**config.mk**
```make
export PLATFORM = sky130hd
export DESIGN_NAME = alu_control_seq
export DESIGN_NICKNAME = d
export VERILOG_FILES = /design/src/rtl/alu_ctrl_pkg.sv /design/src/rtl/alu_decode_comb.sv /design/src/rtl/alu_control_seq.sv
export SDC_FILE = /design/constraint.sdc
export NUM_CORES = 1
export LEC_CHECK = 0
export BUFFER_PORTS_ARGS = -buffer_cell sky130_fd_sc_hd__clkbuf_2
export CAP_MARGIN = 10
export CORE_MARGIN = 8
export CORE_UTILIZATION = 46
export CTS_BUF_LIST = sky130_fd_sc_hd__clkbuf_8 sky130_fd_sc_hd__clkbuf_16
export DETAILED_ROUTE_END_ITERATION = 6
export PLACE_DENSITY = 0.77
export SYNTH_ARGS = -nofsm -noshare
export SYNTH_HDL_FRONTEND = slang
export SYNTH_SLANG_ARGS = --single-unit
```
**constraint.sdc**
```tcl
create_clock -name clk -period 2.42 [get_ports clk]
set_input_delay 0.363 -clock clk [delete_from_list [all_inputs] [get_ports clk]]
set_output_delay 0.363 -clock clk [all_outputs]
set_load 0.01 [all_outputs]
```
**src/rtl/alu_ctrl_pkg.sv**
```systemverilog
// Shared ALU control encodings, instruction field values and sequencer state for alu_control_seq.
package alu_ctrl_pkg;

    localparam logic [3:0] ALU_AND  = 4'b0000;
    localparam logic [3:0] ALU_OR   = 4'b0001;
    localparam logic [3:0] ALU_ADD  = 4'b0010;
    localparam logic [3:0] ALU_XOR  = 4'b0011;
    localparam logic [3:0] ALU_SLL  = 4'b1000;
    localparam logic [3:0] ALU_SRL  = 4'b1001;
    localparam logic [3:0] ALU_SUB  = 4'b0110;
    localparam logic [3:0] ALU_SLT  = 4'b0111;
    localparam logic [3:0] ALU_NOR  = 4'b1100;
    localparam logic [3:0] ALU_MULT = 4'b1101;
    localparam logic [3:0] ALU_DIV  = 4'b1110;

    localparam logic [5:0] OP_RTYPE = 6'b000000;
    localparam logic [5:0] OP_BEQ   = 6'b000100;
    localparam logic [5:0] OP_ADDI  = 6'b001000;
    localparam logic [5:0] OP_SLTI  = 6'b001010;

    localparam logic [5:0] FN_ADD  = 6'b100000;
    localparam logic [5:0] FN_SUB  = 6'b100010;
    localparam logic [5:0] FN_AND  = 6'b100100;
    localparam logic [5:0] FN_OR   = 6'b100101;
    localparam logic [5:0] FN_XOR  = 6'b100110;
    localparam logic [5:0] FN_NOR  = 6'b100111;
    localparam logic [5:0] FN_SLT  = 6'b101010;
    localparam logic [5:0] FN_SLL  = 6'b000000;
    localparam logic [5:0] FN_SRL  = 6'b000010;
    localparam logic [5:0] FN_MULT = 6'b011000;
    localparam logic [5:0] FN_DIV  = 6'b011010;

    typedef enum logic {
        S_IDLE = 1'b0,
        S_BUSY = 1'b1
    } md_state_e;

    function automatic int max_int(input int a, input int b);
        return (a > b) ? a : b;
    endfunction

endpackage

```
**src/rtl/alu_decode_comb.sv**
```systemverilog
// Pure combinational opcode/funct decoder: ALU control code, illegal flag and multi-cycle qualifiers.
module alu_decode_comb
    import alu_ctrl_pkg::*;
#(
    parameter int CTRL_W = 4
) (
    input  logic [5:0]        opcode,
    input  logic [5:0]        funct,
    output logic [CTRL_W-1:0] alu_control,
    output logic              illegal,
    output logic              is_md,
    output logic              is_div
);

    logic [3:0] code;

    always_comb begin
        // NOTE: every output gets a default before the case, so no path can infer a latch.
        code    = ALU_ADD;
        illegal = 1'b0;
        is_md   = 1'b0;
        is_div  = 1'b0;
        case (opcode)
            OP_BEQ:   code = ALU_SUB;
            OP_SLTI:  code = ALU_SLT;
            OP_ADDI:  code = ALU_ADD;
            OP_RTYPE: begin
                case (funct)
                    FN_ADD:  code = ALU_ADD;
                    FN_SUB:  code = ALU_SUB;
                    FN_AND:  code = ALU_AND;
                    FN_OR:   code = ALU_OR;
                    FN_XOR:  code = ALU_XOR;
                    FN_NOR:  code = ALU_NOR;
                    FN_SLT:  code = ALU_SLT;
                    FN_SLL:  code = ALU_SLL;
                    FN_SRL:  code = ALU_SRL;
                    FN_MULT: begin
                        code  = ALU_MULT;
                        is_md = 1'b1;
                    end
                    FN_DIV: begin
                        code   = ALU_DIV;
                        is_md  = 1'b1;
                        is_div = 1'b1;
                    end
                    default: illegal = 1'b1;
                endcase
            end
            // Non-R-type opcodes other than the three above fall back to ADD, not illegal.
            default: code = ALU_ADD;
        endcase
    end

    assign alu_control = CTRL_W'(code);

endmodule

```
**src/rtl/alu_control_seq.sv**
```systemverilog
// Registered ALU decoder with a multiply/divide sequencer: latency counter, start/done pulses, stall.
module alu_control_seq
    import alu_ctrl_pkg::*;
#(
    parameter int INSTR_W  = 32,
    parameter int CTRL_W   = 4,
    parameter int MULT_LAT = 4,
    parameter int DIV_LAT  = 32
) (
    input  logic               clk,
    input  logic               rst_n,
    input  logic               in_valid,
    input  logic [INSTR_W-1:0] instruction,
    input  logic               flush,
    output logic               out_valid,
    output logic [CTRL_W-1:0]  alu_control,
    output logic               illegal,
    output logic               md_start,
    output logic               md_is_div,
    output logic               md_busy,
    output logic               md_done,
    output logic               stall
);

    localparam int CNT_W = $clog2(max_int(MULT_LAT, DIV_LAT) + 1);
    localparam logic [CNT_W-1:0] MULT_LOAD = CNT_W'(MULT_LAT - 1);
    localparam logic [CNT_W-1:0] DIV_LOAD  = CNT_W'(DIV_LAT - 1);

    md_state_e         state_q, state_d;
    logic [CNT_W-1:0]  cnt_q, cnt_d;
    logic              out_valid_q, out_valid_d;
    logic [CTRL_W-1:0] alu_control_q, alu_control_d;
    logic              illegal_q, illegal_d;
    logic              md_start_q, md_start_d;
    logic              md_is_div_q, md_is_div_d;
    logic              md_done_q, md_done_d;

    logic [CTRL_W-1:0] dec_control;
    logic              dec_illegal;
    logic              dec_is_md;
    logic              dec_is_div;
    logic              accept;

    alu_decode_comb #(
        .CTRL_W (CTRL_W)
    ) u_decode (
        .opcode      (instruction[INSTR_W-1 -: 6]),
        .funct       (instruction[5:0]),
        .alu_control (dec_control),
        .illegal     (dec_illegal),
        .is_md       (dec_is_md),
        .is_div      (dec_is_div)
    );

    // Immediate/register fields between opcode and funct play no part in ALU control.
    generate
        if (INSTR_W > 12) begin : g_unused_mid
            logic unused_mid_bits;
            assign unused_mid_bits = ^instruction[INSTR_W-7:6];
        end
    endgenerate

    assign stall   = (state_q == S_BUSY);
    assign md_busy = stall;
    assign accept  = in_valid && !stall && !flush;

    always_comb begin
        state_d       = state_q;
        cnt_d         = cnt_q;
        out_valid_d   = accept;
        alu_control_d = alu_control_q;
        illegal_d     = illegal_q;
        md_start_d    = 1'b0;
        md_is_div_d   = md_is_div_q;
        md_done_d     = 1'b0;

        if (accept) begin
            alu_control_d = dec_control;
            illegal_d     = dec_illegal;
        end

        case (state_q)
            S_IDLE: begin
                if (accept && dec_is_md) begin
                    state_d     = S_BUSY;
                    md_start_d  = 1'b1;
                    md_is_div_d = dec_is_div;
                    cnt_d       = dec_is_div ? DIV_LOAD : MULT_LOAD;
                end
            end
            S_BUSY: begin
                // Flush wins over a completion landing in the same cycle: no done pulse.
                if (flush) begin
                    state_d = S_IDLE;
                    cnt_d   = '0;
                end else if (cnt_q == '0) begin
                    state_d   = S_IDLE;
                    md_done_d = 1'b1;
                end else begin
                    cnt_d = cnt_q - CNT_W'(1);
                end
            end
            default: begin
                state_d = S_IDLE;
                cnt_d   = '0;
            end
        endcase
    end

    always_ff @(posedge clk or negedge rst_n) begin
        if (!rst_n) begin
            state_q       <= S_IDLE;
            cnt_q         <= '0;
            out_valid_q   <= 1'b0;
            alu_control_q <= '0;
            illegal_q     <= 1'b0;
            md_start_q    <= 1'b0;
            md_is_div_q   <= 1'b0;
            md_done_q     <= 1'b0;
        end else begin
            // NOTE: non-blocking assignments so every flop samples the pre-edge values of the others.
            state_q       <= state_d;
            cnt_q         <= cnt_d;
            out_valid_q   <= out_valid_d;
            alu_control_q <= alu_control_d;
            illegal_q     <= illegal_d;
            md_start_q    <= md_start_d;
            md_is_div_q   <= md_is_div_d;
            md_done_q     <= md_done_d;
        end
    end

    assign out_valid   = out_valid_q;
    assign alu_control = alu_control_q;
    assign illegal     = illegal_q;
    assign md_start    = md_start_q;
    assign md_is_div   = md_is_div_q;
    assign md_done     = md_done_q;

endmodule
```
==> results of run 1 <==
[kinds of logic after synthesis]
logic type,after synthesis,share of synthesized area
simple gates,51,0.299
buf+inv,12,0.0489
fa+ha+maj,2,0.0233
mux,1,0.0105
flops,16,0.373
compound gates,37,0.229
xor+xnor,2,0.0163
[cell usage in the layout, fill, tap and decap left out, types with 3 or more instances in the layout]
cell type | netlist | final
nor2_1 | 12 | 12
a21o_1 | 4 | 4
inv_1 | 4 | 4
o21ai_0 | 10 | 10
dfrtp_1 | 16 | 16
clkbuf_8 | 0 | 3
or4b_1 | 3 | 3
nand2_1 | 6 | 6
nand3b_1 | 3 | 3
clkbuf_2 | 1 | 26
a21oi_1 | 6 | 6
nor4_1 | 4 | 4
nor3_1 | 4 | 4
[stage by stage]
stage,cells,util
detailed placement,167,0.544
floorplan,121,-
CTS,170,0.562
global placement,167,0.544
finish,170,0.562
global route,170,0.562
[flip-flops by register name, indices dropped and copies added, names as in the netlist]
name / flops
alu_control: 4
cnt_q: 6
illegal: 1
md_busy: 1
md_done: 1
md_is_div: 1
md_start: 1
out_valid: 1
[critical path, cell delays in order, from the launching register on]
cell and delay [ns]:
dfrtp_1 0.47, or4b_1 0.60, nor4_4 0.33, mux2_2 0.38
[worst max path at each step]
stage               slack [ns]  cells past startpoint         startpoint                     to
floorplan                 0.62                      4     instruction[5]  md_is_div$_DFFE_PN0P_
CTS                       0.53                      3  md_busy$_DFF_PN0_  md_is_div$_DFFE_PN0P_
global placement          0.50                      4     instruction[5]  md_is_div$_DFFE_PN0P_
detailed placement        0.47                      4     instruction[5]  md_is_div$_DFFE_PN0P_
global route              0.42                      3  md_busy$_DFF_PN0_  md_is_div$_DFFE_PN0P_
finish                    0.52                      3  md_busy$_DFF_PN0_  md_is_div$_DFFE_PN0P_
[layout make-up]
cell class	instances	area (um^2)	share of cell area
inverter	4	15.0	0.0121
timing repair buffer	26	130	0.105
multi-input combinational	93	622	0.500
tap	28	35.0	0.0282
sequential	16	400	0.322
clock buffer	3	41.3	0.0332
[layer usage]
layer	global-route usage	up-vias	share of wire
met4	0.0627	0	0.019
met1	0.182	492	0.46
met2	0.215	38	0.45
li1	-	497	-
met3	0.0348	6	0.068
met5	0	-	0
[power groups by stage]
stage               Clock [mW]  Combinational, mW  Sequential, mW
finish                   0.197             0.0795           0.274
global route             0.211             0.0889           0.274
CTS                      0.198             0.0792           0.274
detailed placement           0             0.0786           0.279
global placement             0             0.0760           0.279
floorplan                    0             0.0489           0.279
==> results_dict.tcl, run 1 <==
set metrics [dict create \
    antenna_left 0 \
    fmax_ghz 0.527 \
    r2r-start "md_busy$_DFF_PN0_" \
    synth-seq-area-share 0.373 \
    post-route-cell-area_mm2 0.00124 \
    cts_tree "done" \
    io_buffer_count 26 \
    fp.dieW_um 64.3 \
    p_comb_frac 0.144 \
    firstDrtPassIters 4 \
    clk_pin_slew_ns 0.06 \
    ys_seq_elements 16 \
    max-vdd-ir-drop_v 0.000222 \
    cp_data_required_time_ns 2.55 \
    pin_count 47 \
    status "finished clean" \
    cts_sinks 16 \
    cts.htree.levels 1 \
    synth_cells 121 \
    num_antenna_cells 0 \
    grtUsageTotal 0.141 \
    ctsResizeCount 0 \
    route.vias.total 1033 \
    post-route-min-period_ns 1.90 \
    yosys_warnings 0 \
    first_global_vias 1036 \
    clk_latency_ns 0.25 \
    post_cts_buffers 0 \
    setup_viol 0 \
    tightest_slew_ns 0.722 \
    rsz0062_at_grt "no" \
    synth_flop_cell "dfrtp_1" \
    synth_nets 159 \
    synth_largest_area_cell "dfrtp_1" \
    gr-total-overflow 0 \
    drc 0 \
    pre_cts_ws_ns 0.466 \
    synth_top_area_frac 0.373 \
    finClkSkew_ns 0.00511 \
    detailed_place_hpwl_um 2130 \
    critical_path.startpoint_type "flop" \
    r2r-end "md_is_div$_DFFE_PN0P_" \
    crit_path_end_kind "flop" \
    finalSetupTns_ns 0 \
    drt_iter0_drc 12 \
    power.density_mw_per_mm2 443 \
    slew_headroom 0.512 \
    core_area_mm2 0.00221 \
    vias_per_cell 6.08 \
    maxSlewViolCount 0 \
    drive_gt1_frac 0.268 \
    synthTopCellsByCount "dfrtp_1, nor2_1, o21ai_0" \
    die-height_um 64.3 \
    drv_cap 0 \
    wl_per_cell_um 16.0 \
    rr_worst_depth 3 \
    nNetsFinal 182 \
    sequentialPowerShare 0.498 \
    numCtsBuffers 3 \
    crit_arrival_ns 2.03 \
    critPathMaxFanout 9 \
    start_util 0.486 \
    rrSetupSlack_ns 0.52 \
    hold_violations 0 \
    synth_most_common_cell "dfrtp_1" \
    antenna_found_initial 0 \
    final.setup.worst_slack_ns 0.524 \
    grt_pass1_wl_um 4880 \
    leakagePower_nw 0.579 \
    power_switching_mw 0.137 \
    rows 17 \
    layout_worst_path_cycle_share 0.783 \
    gp_congestion 0.869 \
    synth_edf_count 0 \
    root_buffer "clkbuf_8" \
    critical_path_class "reg2reg" \
    yosysUniqueCellTypes 46 \
    yosys-top-cells-area "dfrtp_1, o21ai_0, nor2_1, a21oi_1, or4b_1" \
    whs_ns 0.0317 \
    postCtsHoldBufs 0 \
    async_flop_share 1.00 \
    p_int_mw 0.413 \
    placed_cell_area_mm2 0.00120 \
    clkPwrFrac 0.358 \
    power_mw 0.550 \
    switching_share 0.250 \
    avgSynthCellArea_um2 8.88 \
    hp-class "in2async" \
    syn_area_mm2 0.00107 \
    routed_wl_um 2730 \
    die_area_mm2 0.00414 \
    grt_max_degree 17 \
    fillers 216 \
    area_delta_synth_final_pct 15.7 \
    clockBufferDepth 2 \
]
Note: power is estimated with default switching activity, not from simulation.
==> inputs of run 2 (changes only) <==
ABC_AREA = 1   (was unset)
clock period = 1.8 ns   (was 2.42 ns; I/O delays follow)
==> run 2 against run 1 <==
- die area is essentially flat
- sequential share of layout area shrank 1.3 points
- routed wire length shrank 12%
- global-route usage shrank 2.0 points
- critical endpoint is now cnt_q[2]$_DFFE_PN0P_
- worst setup slack lost 0.089 ns
- fmax grew 39%
- hold slack gained 0.36 ns
- critical path type unchanged
- critical path depth grew 5
- clock-buffer cell count grew 1
==> results_dict.tcl, run 2 <==
set metrics [dict create \
    status "finished clean" \
    vias_per_cell 5.04 \
    wl_per_cell_um 11.5 \
    root_buffer "clkbuf_8" \
    die_area_mm2 0.00414 \
    rsz0062_at_grt "no" \
    clockBufferDepth 2 \
    avgSynthCellArea_um2 7.16 \
    pin_count 47 \
    power_switching_mw 0.211 \
    maxSlewViolCount 0 \
    crit_arrival_ns 1.50 \
    hold_violations 0 \
    yosysUniqueCellTypes 25 \
    cts.htree.levels 1 \
    yosys_warnings 0 \
    grt_pass1_wl_um 4210 \
    max-vdd-ir-drop_v 0.000422 \
    drc 0 \
    clkPwrFrac 0.381 \
    drv_cap 0 \
    synth_largest_area_cell "dfrtp_1" \
    clk_latency_ns 0.24 \
    area_delta_synth_final_pct 20.7 \
    io_buffer_count 26 \
    core_area_mm2 0.00221 \
    synth_edf_count 0 \
    gp_congestion 0.849 \
    async_flop_share 1.00 \
    layout_commonest_cell "nand2_1" \
    cp_data_required_time_ns 1.93 \
    fp.dieW_um 64.3 \
    yosys-top-cells-area "dfrtp_1, nand2_1, nand3_1, nor2_1, inv_1" \
    start_util 0.485 \
    die-height_um 64.3 \
    power.density_mw_per_mm2 639 \
    synth-seq-area-share 0.373 \
    layout_worst_path_cycle_share 0.758 \
    post-route-min-period_ns 1.36 \
    crit_path_end_kind "flop" \
    finalSetupTns_ns 0 \
    nNetsFinal 219 \
    ys_seq_elements 16 \
    first_global_vias 1062 \
    fmax_ghz 0.733 \
    critPathMaxFanout 6 \
    rows 17 \
    gr-total-overflow 0 \
    p_int_mw 0.617 \
    grt_max_degree 17 \
    cts_sinks 16 \
    setup_viol 0 \
    synth_top_area_frac 0.373 \
    firstDrtPassIters 4 \
    num_antenna_cells 0 \
    finClkSkew_ns 0.00223 \
    cts_tree "done" \
    tightest_slew_ns 0.402 \
    synthTopCellsByCount "nand2_1, nor2_1, nand3_1" \
    sequentialPowerShare 0.463 \
    largest-register "cnt_q" \
    grtUsageTotal 0.120 \
    detailed_place_hpwl_um 2000 \
    synth_flop_cell "dfrtp_1" \
    synth_most_common_cell "nand2_1" \
    antenna_left 0 \
    synth_nets 188 \
    hp-class "in2reg" \
    syn_area_mm2 0.00107 \
    p_comb_frac 0.156 \
    routed_wl_um 2390 \
    clk_pin_slew_ns 0.07 \
    route.vias.total 1049 \
    drive_gt1_frac 0.289 \
    switching_share 0.255 \
    critical_path_class "reg2reg" \
    ctsResizeCount 0 \
    final_cell_mix "nand2_1, clkbuf_2, nor2_1" \
    synth_cells 150 \
    largest_reg_flops 6 \
    numCtsBuffers 3 \
    critical_path.startpoint_type "flop" \
    antenna_found_initial 0 \
    leakagePower_nw 0.726 \
    post_cts_buffers 0 \
    slew_headroom 0.732 \
    postCtsHoldBufs 1 \
    drt_iter0_drc 61 \
    whs_ns 0.391 \
]
[run 2: cell count changes in the layout (fill, tap and decap cells not counted), moves of 4 or more]
cell,delta
nand2_1,+30
nor4_1,-4
nor2_1,+8
nand3_1,+17
a21o_1,-4
nor2_2,+7
nor3_1,-4
inv_1,+13
[run 2: layer usage]
metal	track usage	share of wire	up-vias
li1	-	-	534
met1	0.120	0.41	488
met2	0.226	0.53	25
met3	0.0244	0.046	2
met4	0.0654	0.012	0
met5	0	0	-
[run 2: worst paths after layout]
| check | slack [ns] | depth (start not counted) | end | from |
|---|---|---|---|---|
| setup / recovery | 0.44 | 8 | cnt_q[2]$_DFFE_PN0P_ | md_busy$_DFF_PN0_ |
| min in group asynchronous | 0.48 | 2 | md_done$_DFF_PN0_ | rst_n |
| max in group asynchronous | 1.04 | 2 | cnt_q[2]$_DFFE_PN0P_ | rst_n |
| setup reg to reg | 0.44 | 8 | cnt_q[2]$_DFFE_PN0P_ | md_busy$_DFF_PN0_ |
| hold / removal | 0.39 | 4 | alu_control[3]$_DFFE_PN0P_ | in_valid |
| hold reg to reg | 0.49 | 2 | alu_control[3]$_DFFE_PN0P_ | alu_control[3]$_DFFE_PN0P_ |
[run 2: cell type report]
class                      count  area (um^2)
sequential                    16          400
inverter                      22         86.3
fill                         216          916
timing repair buffer          27          140
multi-input combinational    111          579
tap                           28         35.0
clock buffer                   4         55.1
[run 2: critical path, stage by stage, from the launching register on]
cell and delay [ns]:
dfrtp_1 0.44, inv_4 0.13, nand3_4 0.11, nor2_4 0.18, nand2_4 0.10, nand2_2 0.10, nand2_4 0.08, nand2_1 0.06
nand2_1 0.05
[run 2: logic make-up (layout without fill, tap and decap cells)]
family | Yosys count | in the layout | synth area share
AOI/OAI and AO/OA | 17 | 17 | 0.0991
adders and majority gates | 2 | 2 | 0.0233
buffers and inverters | 23 | 53 | 0.0874
DFF | 16 | 16 | 0.373
and+or+nand+nor | 92 | 92 | 0.417
[run 2: power groups by stage]
stage / clock network [mW] / logic [mW] / registers, mW
global placement: 0 / 0.125 / 0.389
global route: 0.335 / 0.149 / 0.385
CTS: 0.322 / 0.132 / 0.384
detailed placement: 0 / 0.130 / 0.390
floorplan: 0 / 0.0729 / 0.392
finish: 0.315 / 0.130 / 0.383
[run 2: metrics by stage]
stage | power, mW | std cells | util | worst slack [ns] | instance area, um^2
2_1_floorplan | 0.465 | 150 | - | 0.532 | 1070
5_1_grt | 0.870 | 208 | 0.586 | 0.311 | 1300
6_report | 0.828 | 208 | 0.586 | 0.435 | 1300
3_3_place_gp | 0.514 | 203 | 0.557 | 0.461 | 1230
4_1_cts | 0.838 | 208 | 0.586 | 0.421 | 1300
3_5_place_dp | 0.521 | 203 | 0.557 | 0.440 | 1230
